### config.mk
export PLATFORM = sky130hd
export DESIGN_NAME = dram_stream_reader
export DESIGN_NICKNAME = d
export VERILOG_FILES = /design/src/rtl/dram_stream_pkg.sv /design/src/rtl/dram_bit_packer.sv /design/src/rtl/dram_stream_reader.sv
export SDC_FILE = /design/constraint.sdc
export NUM_CORES = 1
export LEC_CHECK = 0
export CAP_MARGIN = 10
export CORE_UTILIZATION = 42
export DETAILED_ROUTE_END_ITERATION = 8
export GPL_ROUTABILITY_DRIVEN = 0
export PLACE_DENSITY = 0.65
export SYNTH_ARGS = -nofsm -noshare
export SYNTH_HDL_FRONTEND = slang
export SYNTH_SLANG_ARGS = --single-unit
### constraint.sdc
create_clock -name CLK -period 2.3 [get_ports CLK]
set_input_delay 0.345 -clock CLK [delete_from_list [all_inputs] [get_ports CLK]]
set_output_delay 0.345 -clock CLK [all_outputs]
set_load 0.01 [all_outputs]
### src/rtl/dram_stream_pkg.sv
// Shared types and constants for the distributed-RAM stream reader.
package dram_stream_pkg;

  localparam int unsigned DEPTH  = 128;
  localparam int unsigned ADDR_W = 7;
  localparam int unsigned REM_W  = 8;

  typedef enum logic [1:0] {IDLE, FETCH, OUT} state_t;

  // A LEN of zero stands for the full RAM depth.
  function automatic logic [REM_W-1:0] decode_len(input logic [ADDR_W-1:0] len);
    return (len == '0) ? REM_W'(DEPTH) : {1'b0, len};
  endfunction

endpackage

### src/rtl/dram_bit_packer.sv
// Serial-to-parallel bit packer: inserts one bit per enabled cycle at a running index.
module dram_bit_packer #(
  parameter int unsigned WORD_W    = 8,
  parameter int unsigned MSB_FIRST = 0
) (
  input  logic              clk,
  input  logic              rst_n,
  input  logic              clear,
  input  logic              shift_en,
  input  logic              bit_in,
  output logic [WORD_W-1:0] word_c,
  output logic              full_c
);

  localparam int unsigned IDX_W = (WORD_W > 1) ? $clog2(WORD_W) : 1;

  logic [WORD_W-1:0] word_r;
  logic [IDX_W-1:0]  idx;
  logic [IDX_W-1:0]  pos;

  // word_c already contains the bit being inserted this cycle.
  always_comb begin
    pos    = (MSB_FIRST != 0) ? IDX_W'(WORD_W - 1) - idx : idx;
    word_c = word_r;
    if (shift_en) word_c[pos] = bit_in;
    full_c = (idx == IDX_W'(WORD_W - 1));
  end

  always_ff @(posedge clk or negedge rst_n) begin
    if (!rst_n) begin
      word_r <= '0;
      idx    <= '0;
    end else if (clear) begin
      word_r <= '0;
      idx    <= '0;
    end else if (shift_en) begin
      word_r <= word_c;
      idx    <= idx + IDX_W'(1);
    end
  end

endmodule

### src/rtl/dram_stream_reader.sv
// Reads a 128x1 async-read RAM bit by bit and streams packed words over valid/ready.
// Optional even-parity output M_PAR when DRAM_STREAM_READER_PARITY_EN is defined.
module dram_stream_reader
  import dram_stream_pkg::*;
#(
  parameter int unsigned WORD_W    = 8,
  parameter int unsigned MSB_FIRST = 0
) (
  input  logic              CLK,
  input  logic              RST_N,
  input  logic              START,
  input  logic [6:0]        BASE,
  input  logic [6:0]        LEN,
  output logic              BUSY,
  output logic [6:0]        MEM_A,
  input  logic              MEM_Q,
  output logic [WORD_W-1:0] M_DATA,
  output logic              M_VALID,
  input  logic              M_READY,
  output logic              M_LAST
`ifdef DRAM_STREAM_READER_PARITY_EN
  , output logic            M_PAR
`endif
);

  state_t            state, state_d;
  logic [REM_W-1:0]  rem, rem_d;
  logic [ADDR_W-1:0] addr_d;
  logic [WORD_W-1:0] data_d;
  logic              valid_d, last_d, busy_d;
  logic              pk_clear, pk_shift;
  logic [WORD_W-1:0] pk_word_c;
  logic              pk_full_c;
`ifdef DRAM_STREAM_READER_PARITY_EN
  logic              par_d;
`endif

  dram_bit_packer #(.WORD_W(WORD_W), .MSB_FIRST(MSB_FIRST)) u_packer (
    .clk      (CLK),
    .rst_n    (RST_N),
    .clear    (pk_clear),
    .shift_en (pk_shift),
    .bit_in   (MEM_Q),
    .word_c   (pk_word_c),
    .full_c   (pk_full_c)
  );

  // Next-state and next-output logic.
  always_comb begin
    state_d  = state;
    rem_d    = rem;
    addr_d   = MEM_A;
    data_d   = M_DATA;
    valid_d  = M_VALID;
    last_d   = M_LAST;
    busy_d   = BUSY;
    pk_clear = 1'b0;
    pk_shift = 1'b0;
`ifdef DRAM_STREAM_READER_PARITY_EN
    par_d    = M_PAR;
`endif
    case (state)
      IDLE: begin
        if (START) begin
          addr_d   = BASE;
          rem_d    = decode_len(LEN);
          pk_clear = 1'b1;
          busy_d   = 1'b1;
          state_d  = FETCH;
        end
      end
      FETCH: begin
        pk_shift = 1'b1;
        addr_d   = MEM_A + ADDR_W'(1);
        rem_d    = rem - REM_W'(1);
        if (pk_full_c || rem == REM_W'(1)) begin
          data_d  = pk_word_c;
          valid_d = 1'b1;
          last_d  = (rem == REM_W'(1));
`ifdef DRAM_STREAM_READER_PARITY_EN
          par_d   = ^pk_word_c;
`endif
          state_d = OUT;
        end
      end
      OUT: begin
        if (M_READY) begin
          valid_d = 1'b0;
          if (M_LAST) begin
            busy_d  = 1'b0;
            state_d = IDLE;
          end else begin
            pk_clear = 1'b1;
            state_d  = FETCH;
          end
        end
      end
      default: state_d = IDLE;
    endcase
  end

  always_ff @(posedge CLK or negedge RST_N) begin
    if (!RST_N) begin
      state   <= IDLE;
      rem     <= '0;
      MEM_A   <= '0;
      M_DATA  <= '0;
      M_VALID <= 1'b0;
      M_LAST  <= 1'b0;
      BUSY    <= 1'b0;
`ifdef DRAM_STREAM_READER_PARITY_EN
      M_PAR   <= 1'b0;
`endif
    end else begin
      state   <= state_d;
      rem     <= rem_d;
      MEM_A   <= addr_d;
      M_DATA  <= data_d;
      M_VALID <= valid_d;
      M_LAST  <= last_d;
      BUSY    <= busy_d;
`ifdef DRAM_STREAM_READER_PARITY_EN
      M_PAR   <= par_d;
`endif
    end
  end

endmodule

==> reports/qor.yml <==
outcome: "complete, no violations"
wire_per_inst_microns: 14.7
multi_input_area_sq_mm: 0.00112
hpwl_microns: 3190
final_nets: 279
ys_seq_area_frac: 0.449
worstPathRequired_ns: 2.48
rr_endpoint: "rem[6]$_DFFE_PN0P_"
hold_ws_ns: 0.172
overflow: 0
top_layer: "met4"
r2r_cells: 6
worst_pin_slew_ns: 0.893
first_pass_iters: 4
worstPathArrival_ns: 1.98
synth_top_family_by_area: "compound AO/OA/AOI/OAI gates"
grt_pass1_vias: 1677
synthTopCellsByCount: "dfrtp_1 (39), nand2_1 (20), o21ai_0 (20), nor2_1 (16), a21oi_1 (15)"
cts_resized: 0
hold_buffers: 0
drv_cap: 0
wl_microns: 4750
cts_tree: "built"
drtIter0Drc: 108
crit_path_start_kind: "flop"
drive_gt1_frac: 0.137
drc_errors: 0
synthSimpleGateAreaFrac: 0.195
fmax_ghz: 0.555
start_util: 0.449
crit_type: "flop to flop"
netlist.area_leader.share: 0.449
vias: 1796
die_width_microns: 74.0
synth_edf_count: 0
clk_pin_slew_worst_paths_ns: 0.08
ir_drop_mv: 0.668
wl_met3_microns: 260
dieArea_sq_mm: 0.00547
synth_area_leaders: "dfrtp_1 (45%), mux2_2 (4.7%), o21ai_0 (4.6%), a21oi_1 (3.5%), nand2_1 (3.5%)"
viasPerCell: 5.56
globalRouteTotalUtil: 0.189
synth_compound_area_frac: 0.220
slew_violations: 0
rsz0062_at_grt: "false"
synthDistinctLibCells: 51
synthesis.area_sq_mm: 0.00217
cts_buffers: 5
die_y_microns: 74.0
yosysTopAreaCell: "dfrtp_1"
hp-class: "input port to asynchronous set/reset pin"
fillCellCount: 472
fin_crit_sh: 0.783
antenna_found_initial: 0
grt_first_pass_wirelength_microns: 7950
fin_skew_ns: 0.00400
core_sq_mm: 0.00485
ys_seq_elements: 39
pin_count: 37
synth_adder_area_share: 0.0288
yosysMostFrequentCell: "dfrtp_1"
postSynthAreaPerCell_sq_um: 10.1
synth_nets: 240
hold_violations: 0
muxShareOfSynthArea: 0.0662
setup_viol: 0
ant_nets: 0
grt_max_degree: 40
setup-tns-final_ns: 0
wl_met2_microns: 2120
cts_buffer_depth: 2
path_max_fanout: 4
seqCellArea_sq_um: 976
synth-xor-area-share: 0.00403
period_needed_ns: 1.80
r2r_start: "rem[0]$_DFFE_PN0P_"
powerDensity_mw_per_mm2: 1280
post_cts_buffers: 0
leakage_nw: 1.14
num_antenna_cells: 0
yosysWarnings: 0
ys.flop_type: "dfrtp_1"
cts-root-buf: "clkbuf_8"
io_buffer_count: 36
r2r_slack_ns: 0.50
async_reset_ff_frac: 1.00
worstSetupEndpointType: "flop"
synthCells: 216
syn2layout_area_growth_pct: 23.5
wl_met1_microns: 2320
clock_latency_ns: 0.29
cts_sinks: 39
htreeDepth: 2
relSlewSlack: 0.405
row_count: 25
-- flip-flops by register name, indices dropped and copies added, names as in the netlist --
signal           cells
u_packer.word_r      8
BUSY                 1
rem                  8
M_LAST               1
M_VALID              1
state                2
M_DATA               8
MEM_A                7
u_packer.idx         3
-- routing by layer --
metal / vias to the layer above / track usage
li1: 877 / -
met1: 865 / 0.270
met2: 49 / 0.291
met3: 5 / 0.0420
met4: 0 / 0.0513
met5: - / 0
-- layout make-up --
type,count,share of cell area
Multi-Input combinational cell,161,0.416
Sequential cell,39,0.363
Clock inverter,1,0.00186
Timing Repair Buffer,43,0.152
Tap cell,67,0.0312
Clock buffer,7,0.0284
Inverter,5,0.00699
-- cells in the final DEF (no fill, tap or decap), drive strengths merged, types with 2 or more instances in the layout --
cell type	count
a211oi	2
a21oi	15
a221o	5
a22o	3
a311oi	2
a31oi	4
and3	2
buf	8
clkbuf	7
clkdlybuf4s50	35
dfrtp	39
ha	5
inv	5
mux2	11
mux2i	2
nand2	20
nand2b	5
nand3	6
nor2	17
nor2b	5
nor3	5
nor3b	3
nor4	4
o21ai	20
o311ai	3
o31ai	5
or4	2
-- critical path, cell delays in order (launching register included) --
cell	delay (ns)
dfrtp_1	0.40
inv_1	0.10
ha_1	0.22
nand2b_4	0.08
or4_4	0.42
a21o_1	0.19
a221o_1	0.28
-- cells by family after synthesis --
kind of cell | after synthesis
xor gates and xnor gates | 1
and+or+nand+nor | 73
buffers and inverters | 16
adders and majority gates | 5
AOI/OAI and AO/OA | 69
muxes | 13
DFF | 39
-- report_power, final --
part / internal (W) / total (W) / switching [W]
clock: 0.000213 / 0.000456 / 0.000243
sequential: 0.000974 / 0.00127 / 0.000295
combinational: 0.000832 / 0.00171 / 0.000876
total: 0.00202 / 0.00343 / 0.00141
-- worst max-delay path by stage --
stage | end | cells after the start | startpoint | slack [ns]
finish | rem[6]$_DFFE_PN0P_ | 6 | rem[0]$_DFFE_PN0P_ | 0.50
global route | rem[6]$_DFFE_PN0P_ | 5 | state[0]$_DFFE_PN0P_ | 0.38
CTS | rem[6]$_DFFE_PN0P_ | 6 | rem[0]$_DFFE_PN0P_ | 0.49
detailed placement | u_packer.word_r[1]$_DFFE_PN0P_ | 5 | START | 0.39
global placement | u_packer.word_r[6]$_DFFE_PN0P_ | 5 | START | 0.39
floorplan | rem[6]$_DFFE_PN0P_ | 6 | rem[0]$_DFFE_PN0P_ | 0.60
-- stage by stage --
stage	std cells	setup WS (ns)	total power, W	utilization	instance area (sq um)
6_report	323	0.500	0.00343	0.554	2690
5_1_grt	323	0.376	0.00370	0.554	2690
4_1_cts	323	0.493	0.00346	0.554	2690
3_5_place_dp	315	0.389	0.00298	0.537	2600
3_3_place_gp	315	0.394	0.00298	0.537	2600
2_1_floorplan	216	0.600	0.00241	-	2170
Note: power is estimated with default switching activity, not from simulation.
